==> config.mk <==
export PLATFORM = sky130hd
export DESIGN_NAME = sd_cmd_engine
export DESIGN_NICKNAME = d
export VERILOG_FILES = /design/src/rtl/sd_cmd_engine.sv
export SDC_FILE = /design/constraint.sdc
export NUM_CORES = 1
export LEC_CHECK = 0
export CAP_MARGIN = 10
export CORE_MARGIN = 2
export CORE_UTILIZATION = 40
export CTS_CLUSTER_SIZE = 10
export DETAILED_ROUTE_END_ITERATION = 6
export DONT_BUFFER_PORTS = 1
export PLACE_DENSITY = 0.59
export SLEW_MARGIN = 25
export SYNTH_ARGS = -nofsm -noshare
export SYNTH_HDL_FRONTEND = slang
export SYNTH_SLANG_ARGS = --single-unit
==> constraint.sdc <==
create_clock -name clk -period 3.4 [get_ports clk]
set_input_delay 0.68 -clock clk [delete_from_list [all_inputs] [get_ports clk]]
set_output_delay 0.68 -clock clk [all_outputs]
set_load 0.03 [all_outputs]
==> src/rtl/sd_cmd_engine.sv <==
// sd_cmd_engine -- SD native-mode CMD-line engine.
//   Builds and shifts out the 48-bit command frame {0,1,index,arg,crc7,1},
//   then captures a 48-bit response, a 136-bit response or no response.
//   Each transaction ends with a status report and an idle NCC gap.
//   The engine also generates the card clock sd_cclk.
//
//   Optional feature macro: SD_CMD_RESP_CRC_CHECK_EN
//     defined   : the CRC7 of a 48-bit response is checked (status 2 on mismatch).
//                 The check is skipped for CMD41/R3.
//     undefined : no response CRC logic is built.
//
// Ports
//   clk, rst_n          system clock, asynchronous active-low reset
//   fast_mode           divider select (0 SLOW_HZ, 1 FAST_HZ), latched in IDLE
//   cmd_valid/ready     command handshake
//   cmd_index, cmd_arg  command fields
//   resp_type           0/3 none, 1 48-bit, 2 136-bit
//   resp_valid          one-clk pulse, resp_status/resp_data valid
//   resp_status         0 ok, 1 timeout, 2 CRC error, 3 end-bit error
//   resp_data           received bits, right-aligned
//   sd_cclk             card clock
//   sd_cmd_o/oe/i       CMD pad drive value, output enable, input
module sd_cmd_engine #(
   parameter int CLK_HZ       = 100000000,
   parameter int SLOW_HZ      = 400000,
   parameter int FAST_HZ      = 25000000,
   parameter int INIT_CLKS    = 80,
   parameter int TIMEOUT_CLKS = 64,
   parameter int NCC_CLKS     = 8
) (
   input  logic         clk,
   input  logic         rst_n,
   input  logic         fast_mode,
   input  logic         cmd_valid,
   output logic         cmd_ready,
   input  logic [5:0]   cmd_index,
   input  logic [31:0]  cmd_arg,
   input  logic [1:0]   resp_type,
   output logic         resp_valid,
   output logic [1:0]   resp_status,
   output logic [135:0] resp_data,
   output logic         sd_cclk,
   output logic         sd_cmd_o,
   output logic         sd_cmd_oe,
   input  logic         sd_cmd_i
);

   localparam int TC_SLOW_RAW = CLK_HZ / (2 * SLOW_HZ) - 1;
   localparam int TC_FAST_RAW = CLK_HZ / (2 * FAST_HZ) - 1;
   localparam int TC_SLOW     = (TC_SLOW_RAW < 1) ? 1 : TC_SLOW_RAW;
   localparam int TC_FAST     = (TC_FAST_RAW < 1) ? 1 : TC_FAST_RAW;
   localparam int TC_MAX      = (TC_SLOW > TC_FAST) ? TC_SLOW : TC_FAST;
   localparam int DIV_W       = $clog2(TC_MAX + 1);

   localparam logic [7:0] INIT_N   = 8'(INIT_CLKS);
   localparam logic [7:0] TMO_LAST = 8'(TIMEOUT_CLKS - 1);
   localparam logic [7:0] NCC_N    = 8'(NCC_CLKS);

   localparam logic [1:0] ST_OK  = 2'd0;
   localparam logic [1:0] ST_TMO = 2'd1;
   localparam logic [1:0] ST_END = 2'd3;

   typedef enum logic [2:0] {S_INIT, S_IDLE, S_SEND, S_WAIT, S_RECV, S_GAP} state_t;

   function automatic logic [6:0] crc7(input logic [39:0] d);
      logic [6:0] c;
      logic       fb;
      c = '0;
      for (int i = 39; i >= 0; i--) begin
         fb = d[i] ^ c[6];
         c  = {c[5:0], 1'b0} ^ (fb ? 7'h09 : 7'h00);
      end
      return c;
   endfunction

   state_t           state_q;
   logic             fast_q;
   logic [DIV_W-1:0] div_cnt_q;
   logic             cclk_q;
   logic [7:0]       bcnt_q;
   logic [46:0]      tx_q;
   logic [134:0]     rx_q;
   logic             need_resp_q;
   logic             long_q;
   logic             cmd_ready_q;
   logic             resp_valid_q;
   logic [1:0]       resp_status_q;
   logic [135:0]     resp_data_q;
   logic             cmd_o_q;
   logic             cmd_oe_q;

   logic [DIV_W-1:0] tc;
   logic             tick, rise, fall;
   logic [39:0]      hdr;
   logic [47:0]      frame;
   logic [135:0]     rx_nxt;
   logic             rx_last;
   logic             crc_bad;

   assign tc   = fast_q ? DIV_W'(TC_FAST) : DIV_W'(TC_SLOW);
   // The clock runs in every state except IDLE; rise/fall flag the edge
   // that the sd_cclk register takes at the end of this cycle.
   assign tick = (state_q != S_IDLE) && (div_cnt_q == tc);
   assign rise = tick && !cclk_q;
   assign fall = tick && cclk_q;

   assign hdr     = {2'b01, cmd_index, cmd_arg};
   assign frame   = {hdr, crc7(hdr), 1'b1};
   assign rx_nxt  = {rx_q, sd_cmd_i};
   assign rx_last = bcnt_q == (long_q ? 8'd135 : 8'd47);

`ifdef SD_CMD_RESP_CRC_CHECK_EN
   logic r3_q;
   // R3 carries 7'h7F in the CRC field, so it is exempt from the check.
   assign crc_bad = !long_q && !r3_q && (crc7(rx_nxt[47:8]) != rx_nxt[7:1]);
`else
   assign crc_bad = 1'b0;
`endif

   always_ff @(posedge clk or negedge rst_n) begin
      if (!rst_n) begin
         state_q       <= S_INIT;
         fast_q        <= 1'b0;
         div_cnt_q     <= '0;
         cclk_q        <= 1'b0;
         bcnt_q        <= '0;
         tx_q          <= '0;
         rx_q          <= '0;
         need_resp_q   <= 1'b0;
         long_q        <= 1'b0;
         cmd_ready_q   <= 1'b0;
         resp_valid_q  <= 1'b0;
         resp_status_q <= ST_OK;
         resp_data_q   <= '0;
         cmd_o_q       <= 1'b1;
         cmd_oe_q      <= 1'b0;
`ifdef SD_CMD_RESP_CRC_CHECK_EN
         r3_q          <= 1'b0;
`endif
      end else begin
         resp_valid_q <= 1'b0;

         if (state_q == S_IDLE) begin
            div_cnt_q <= '0;
            cclk_q    <= 1'b0;
         end else if (tick) begin
            div_cnt_q <= '0;
            cclk_q    <= ~cclk_q;
         end else begin
            div_cnt_q <= div_cnt_q + 1'b1;
         end

         case (state_q)
            S_INIT: begin
               cmd_oe_q <= 1'b1;
               cmd_o_q  <= 1'b1;
               if (rise) bcnt_q <= bcnt_q + 1'b1;
               // Leave on the falling edge so the last high phase is full length.
               if (fall && bcnt_q == INIT_N) begin
                  bcnt_q      <= '0;
                  cmd_ready_q <= 1'b1;
                  state_q     <= S_IDLE;
               end
            end

            S_IDLE: begin
               // The clock is parked low here, so switching rate cannot cut a pulse.
               fast_q <= fast_mode;
               if (cmd_valid && cmd_ready_q) begin
                  cmd_ready_q <= 1'b0;
                  cmd_o_q     <= frame[47];
                  cmd_oe_q    <= 1'b1;
                  tx_q        <= frame[46:0];
                  rx_q        <= '0;
                  bcnt_q      <= '0;
                  need_resp_q <= (resp_type == 2'd1) || (resp_type == 2'd2);
                  long_q      <= (resp_type == 2'd2);
`ifdef SD_CMD_RESP_CRC_CHECK_EN
                  r3_q        <= (cmd_index == 6'd41);
`endif
                  state_q     <= S_SEND;
               end
            end

            S_SEND: begin
               if (fall) begin
                  if (bcnt_q == 8'd47) begin
                     bcnt_q <= '0;
                     if (need_resp_q) begin
                        cmd_oe_q <= 1'b0;
                        state_q  <= S_WAIT;
                     end else begin
                        cmd_o_q       <= 1'b1;
                        resp_valid_q  <= 1'b1;
                        resp_status_q <= ST_OK;
                        resp_data_q   <= '0;
                        state_q       <= S_GAP;
                     end
                  end else begin
                     cmd_o_q <= tx_q[46];
                     tx_q    <= {tx_q[45:0], 1'b1};
                     bcnt_q  <= bcnt_q + 1'b1;
                  end
               end
            end

            S_WAIT: begin
               if (rise) begin
                  if (!sd_cmd_i) begin
                     // Start bit is bit 1 of the response; rx_q is already zero.
                     bcnt_q  <= 8'd1;
                     state_q <= S_RECV;
                  end else if (bcnt_q == TMO_LAST) begin
                     bcnt_q        <= '0;
                     cmd_oe_q      <= 1'b1;
                     cmd_o_q       <= 1'b1;
                     resp_valid_q  <= 1'b1;
                     resp_status_q <= ST_TMO;
                     resp_data_q   <= '0;
                     state_q       <= S_GAP;
                  end else begin
                     bcnt_q <= bcnt_q + 1'b1;
                  end
               end
            end

            S_RECV: begin
               if (rise) begin
                  rx_q <= rx_nxt[134:0];
                  if (rx_last) begin
                     bcnt_q        <= '0;
                     cmd_oe_q      <= 1'b1;
                     cmd_o_q       <= 1'b1;
                     resp_valid_q  <= 1'b1;
                     resp_data_q   <= rx_nxt;
                     resp_status_q <= !rx_nxt[0] ? ST_END :
                                      crc_bad    ? 2'd2   : ST_OK;
                     state_q       <= S_GAP;
                  end else begin
                     bcnt_q <= bcnt_q + 1'b1;
                  end
               end
            end

            S_GAP: begin
               if (rise) bcnt_q <= bcnt_q + 1'b1;
               if (fall && bcnt_q == NCC_N) begin
                  bcnt_q      <= '0;
                  cmd_ready_q <= 1'b1;
                  state_q     <= S_IDLE;
               end
            end

            default: state_q <= S_INIT;
         endcase
      end
   end

   assign cmd_ready   = cmd_ready_q;
   assign resp_valid  = resp_valid_q;
   assign resp_status = resp_status_q;
   assign resp_data   = resp_data_q;
   assign sd_cclk     = cclk_q;
   assign sd_cmd_o    = cmd_o_q;
   assign sd_cmd_oe   = cmd_oe_q;

endmodule
# == Word-level counts from Yosys, hierarchy flattened ==
# Index checks and enable logic that the tools add are counted.
# word_totals
word_cells,268
ff_bits,346
inputBits,45
# classes
bitwise,76
muxes,121
add_sub_neg,2
eq_ne,29
n_reduce_logical,25
# op_table
operator,count
$mux W136,8
$pmux W136 S3,1
$mux W135,2
$pmux W135 S2,1
$xor A7 B4 Y7,36
$mux W4,38
$mux W47,3
$mux W8,12
$pmux W47 S2,1
$pmux W8 S6,1
$xor A1 B1 Y1,35
$mux W3,11
$reduce_and A9 Y1,3
$mux W1,25
$ne A2 B2 Y1 const B,12
$mux W7,3
$mux W2,9
$pmux W3 S6,1
$eq A8 B6 Y1 const B,2
$pmux W1 S5,2
$reduce_and A10 Y1,1
$add A8 B1 Y8 const B,1
$eq A8 B4 Y1 const B,1
$eq A8 B7 Y1 const B,1
other kinds (29),43

# == Depth between registers and ports, before layout ==
# logic_depth
ltp_word,111
depth_mapped,12
depth_no_buf,9

# == Worst setup path before layout ==
# Ideal clock, no wire load.
# synth_path
kind,input-to-reg
start,input port cmd_index[2]
end,register tx_q[4]
t_arrival_ns,2.685
setup_time_ns,0.076
required_time_ns,3.324
slack_ns,0.638
stages,7
path_buffers,0
cell_sequence,xnor2_2 xnor3_1 xnor2_2 xnor3_2 xnor3_2 xor2_1 o21ai_1
# synth_via
elab_chain_cells,53
word_cells_on_any_way,77
cone_classes,22 x mux; 55 x bitwise
# synth_lines
item,line,source
start: declaration,36,"input logic [5:0] cmd_index,"
$xor A1 B1 Y1 (*),70,fb = d[i] ^ c[6];
$mux W4 (*),71,"c = {c[5:0], 1'b0} ^ (fb ? 7'h09 : 7'h00);"
$xor A7 B4 Y7 (*) (4 in series),71,
$xor A1 B1 Y1 or $xor A7 B4 Y7 (tied branches),"70, 71",
$mux W4 or $xor A7 B4 Y7 (tied branches),71,
$xor A7 B4 Y7 (*) (4 in series),71,
$xor A1 B1 Y1 or $xor A7 B4 Y7 (tied branches),"70, 71",
$mux W4 or $xor A7 B4 Y7 (tied branches),71,
(+22 left out),n/a,
$xor A1 B1 Y1 or $xor A7 B4 Y7 (tied branches),"70, 71",
$mux W4 or $xor A7 B4 Y7 (tied branches),71,
$xor A7 B4 Y7 (*) (7 in series),71,
$xor A1 B1 Y1 or $xor A7 B4 Y7 (tied branches),"70, 71",
$mux W4 or $xor A7 B4 Y7 (tied branches),71,
$xor A7 B4 Y7 (*) (4 in series),71,
$mux W47 (*),169,if (cmd_valid && cmd_ready_q) begin
$pmux W47 S2 (*),153,case (state_q)
end signal: assignment,173,tx_q <= frame[46:0];
end signal: assignment,201,"tx_q <= {tx_q[45:0], 1'b1};"
end: declaration,81,logic [46:0] tx_q;
# Every way passes the cells marked *; elsewhere a longest branch is shown, timed or not. The select of a mux whose other input is x is not followed.
# A chain may end at the register's enable or synchronous reset.

# == Final worst setup path ==
# layout_path
start,register bcnt_q[0]
end,register bcnt_q[6]
# layout_via
elab_chain_cells,5
word_cells_on_any_way,19
cone_classes,1 x add/sub; 5 x eq/ne; 11 x mux; 2 x reduce/logical
# layout_lines
item,line,source
start: declaration,80,logic [7:0] bcnt_q;
start signal: assignment,157,if (rise) bcnt_q <= bcnt_q + 1'b1;
start signal: assignment,202,bcnt_q <= bcnt_q + 1'b1;
start signal: assignment,222,bcnt_q <= bcnt_q + 1'b1;
$add A8 B1 Y8 or $eq A8 B6 Y1 (tied branches),n/a,
$mux W8,213,end else if (bcnt_q == TMO_LAST) begin
$mux W8,209,if (!sd_cmd_i) begin
$mux W8,208,if (rise) begin
$pmux W8 S6 (*),153,
# Marks and branches as above.

==> reports/metrics.csv <==
stage,metric,value,unit
synth,synth_flop_cell,dfrtp_1,
floorplan,die_x,200.3,um
clocking,cts-root-buf,clkbuf_16,
worst_setup_path,rr_startpoint,bcnt_q[0],
worst_setup_path,startpoint_type,register,
placement,portBuffers,0,
worst_setup_path,cpMaxStageDelayCell,or4b_1,
synth,syn-num-nets,1715,
drt,first_iter_violations,682,
floorplan,die_h,200.3,um
sta,grt_setup_unrepaired,no,
finish,mostFrequentLayoutCells,"nand2_1 (614), dfrtp_1 (345), nand3_1 (150), o21ai_1 (145), o21ai_0 (49)",
synth,synth.avg_cell_area,9.254,um^2
outcome,violations,negative hold slack,
synth,yosysWarnings,0,
finish,fin_area,0.01722,mm^2
flow_run,max_cap_viol_count,0,
floorplan,io_pins,188,
synth,synthMuxAreaShare,2.743,%
synth,synth_adder_area_share,0.3246,%
worst_setup_path,critPathTopFamily,simple AND/OR/NAND/NOR gates,
synth,synthArstFlopShare,100.0,%
finish,drive_gt1_share,6.728,%
grt,gr-total-overflow,0,
sta,maxSlewViolCount,0,
sta,finalCritPeriodShare,86.69,%
finish,final_util,45.50,%
pwr,p_leak,8.564,nW
grt,grt_use_total,18.06,%
floorplan,coreArea,0.03784,mm^2
worst_setup_path,critPathBufInv,1,
placement,place_congestion,0.8562,
synth,ys_seq_elements,346,
worst_setup_path,path_depth,9,
synth,synth-simple-area-share,22.59,%
sta,worst_pin_slew,1.243,ns
synth,synth_xor_area_share,5.859,%
clocking,cts-htree-levels,2,
clocking,cts_resized,0,
synth,synth_area,0.01542,mm^2
synth,synth-seq-area-share,56.17,%
finish,final_common_cell,nand2_1,
worst_setup_path,arrival,3.38,ns
finish,nFillCells,3665,
finish,diodes,0,
drt,route.detailed.drc,0,
finish,fin_nets,1671,
worst_setup_path,critPathCaptureType,register,
synth,synth_edf_count,0,
finish,area_delta_synth_final,11.69,%
clocking,cts.sinks,346,
floorplan,fp.dieArea,0.04013,mm^2
placement,post-dp-hpwl,21890,um
worst_setup_path,r2r_cells,9,
synth,synth_top_family_by_area,simple AND/OR/NAND/NOR gates,
sta,fmaxAchievable,0.3393,GHz
sta,clock_skew,0.01685,ns
hold_path,min_path_type,in -> async,
clocking,clockBufferDepth,3,
grt,grt_first_pass_wirelength,60120,um
worst_setup_path,path_class,reg -> reg,
pwr,power_density,532.7,mW/mm^2
worst_setup_path,cpPeakStageDelay,0.46,ns
synth,synth_compound_area_share,8.870,%
pwr,ir_worst_vdd,0.3880,mV
clocking,cts_tree,yes,
floorplan,row_count,71,
drt,wl_per_cell,16.42,um
drt,num_vias,11100,
drt,firstDrtPassIters,5,
worst_setup_path,required,3.83,ns
sta,slew_headroom,17.12,%
worst_setup_path,worstSetupEndpoint,bcnt_q[6],
outcome,status,"finished, violations left",
clocking,path_clk_slew,0.06,ns
synth,synth.distinct_cells,67,
synth,synthCells,1666,
grt,grt_pass1_vias,11050,
sta,whs,-0.1805,ns
drt,viasPerCell,5.172,
sta,final.setup.tns,0,ns
worst_setup_path,crit_start,bcnt_q[0],
floorplan,start_util,40.74,%
worst_setup_path,path_cells,inv_1 > ha_1 > or4b_1 > nor4b_1 > nand4_1 > nor3b_1 > o21ai_1 > a31oi_1 > o22a_1,
clocking,clk_latency,0.56,ns
drt,ant_nets,0,
sta,hold_violations,204,
worst_setup_path,r2r_slack,0.45,ns
grt,grt_max_degree,347,
sta,period_needed,2.947,ns
worst_setup_path,regToRegEndpoint,bcnt_q[6],
drt,drt_wl_total,35230,um
clocking,cts_made_buffers,42,
clocking,cts_setup_buffers,0,
placement,place_area,0.01596,mm^2
sta,setup_viol_count_final,0,
grt,grt_antenna_before_repair,0,
worst_setup_path,worst-path-max-fanout,6,
[kinds of logic after synthesis]
| group | count (synthesis) |
|---|---|
| AOI/OAI and AO/OA | 248 |
| and+or+nand+nor | 833 |
| muxes | 42 |
| buffers and inverters | 125 |
| xor gates and xnor gates | 68 |
| adders and majority gates | 4 |
| DFF | 346 |
[worst reg2reg max path, delay by kind of cell, from the launching register on]
family,cells,cell delay [ns]
AND/OR/NAND/NOR,4,1.34
AO/OA/AOI/OAI,3,0.81
flip-flops,1,0.41
adder cells (fa/ha/maj),1,0.16
buffers and inverters,1,0.10
[per-stage QoR]
step / instances / hold WS [ns] / worst slack, ns / total power (W)
3_5_place_dp: 2087 / 0.3913 / 0.3959 / 0.005164
6_report: 2146 / -0.1805 / 0.4526 / 0.009174
3_3_place_gp: 2087 / 0.3914 / 0.4537 / 0.005150
2_1_floorplan: 1666 / 0.3844 / 0.6384 / 0.005047
5_1_grt: 2146 / -0.2226 / 0.1621 / 0.009550
4_1_cts: 2144 / -0.2176 / 0.3839 / 0.009331
[area by class of cell]
class	instances	area, um^2	area share [%]
clock inverters	5	71.32	0.4142
inverters	10	37.54	0.2180
flip-flops and latches	346	8660	50.29
well taps	511	639.4	3.713
clock buffers	52	1139	6.612
multi-input cells	1195	6281	36.47
repair buffers	27	392.9	2.281
[how the worst min path moves through the flow]
stage / start / to / depth (start not counted)
floorplan: rst_n / bcnt_q[0] / 0
global placement: rst_n / resp_data[102] / 0
detailed placement: rst_n / resp_data[102] / 0
CTS: rst_n / resp_data[102] / 0
global route: rst_n / resp_data[102] / 0
finish: rst_n / rx_q[107] / 0
[report_power, final]
group,internal [W],total (W),switching (W)
logic,0.000538,0.000959,0.000421
clock network,0.00241,0.00408,0.00167
registers,0.00413,0.00414,0.00000693
total,0.00707,0.00917,0.00210
[flip-flops by register name, indices dropped and copies added (netlist names), 2 cells and up]
register     count
rx_q           135
resp_data      136
state_q          3
div_cnt_q        7
resp_status      2
bcnt_q           8
tx_q            47
[synth_stat cells, types with 3 or more instances]
master | n | area [um^2]
nand2_1 | 614 | 2305
dfrtp_1 | 345 | 8633
nand3_1 | 150 | 750.7
o21ai_1 | 146 | 730.7
clkbuf_1 | 71 | 266.5
o21ai_0 | 49 | 245.2
mux2i_1 | 40 | 400.4
xnor2_1 | 30 | 262.8
buf_2 | 27 | 135.1
nor2_1 | 24 | 90.09
a21oi_1 | 14 | 70.07
buf_1 | 13 | 48.80
xor2_1 | 13 | 113.9
inv_1 | 9 | 33.78
xnor3_1 | 9 | 202.7
xnor2_2 | 8 | 130.1
nor3_1 | 7 | 35.03
xnor3_2 | 6 | 142.6
and3_1 | 5 | 31.28
o22a_1 | 5 | 43.79
ha_1 | 4 | 50.05
nand4_1 | 4 | 25.02
nor2b_1 | 4 | 25.02
o31ai_1 | 4 | 30.03
o41ai_1 | 4 | 35.03
or3_1 | 4 | 25.02
a22oi_1 | 3 | 22.52
a31oi_1 | 3 | 18.77
[layer usage]
metal	vias up	global-route usage, %	part of all wire (%)
li1	5413	-	-
met1	5357	24.54	45
met3	58	4.670	6.4
met4	0	6.190	2.7
met5	-	0.2381	0
met2	271	28.14	46
(Power assumes the default switching activity.)
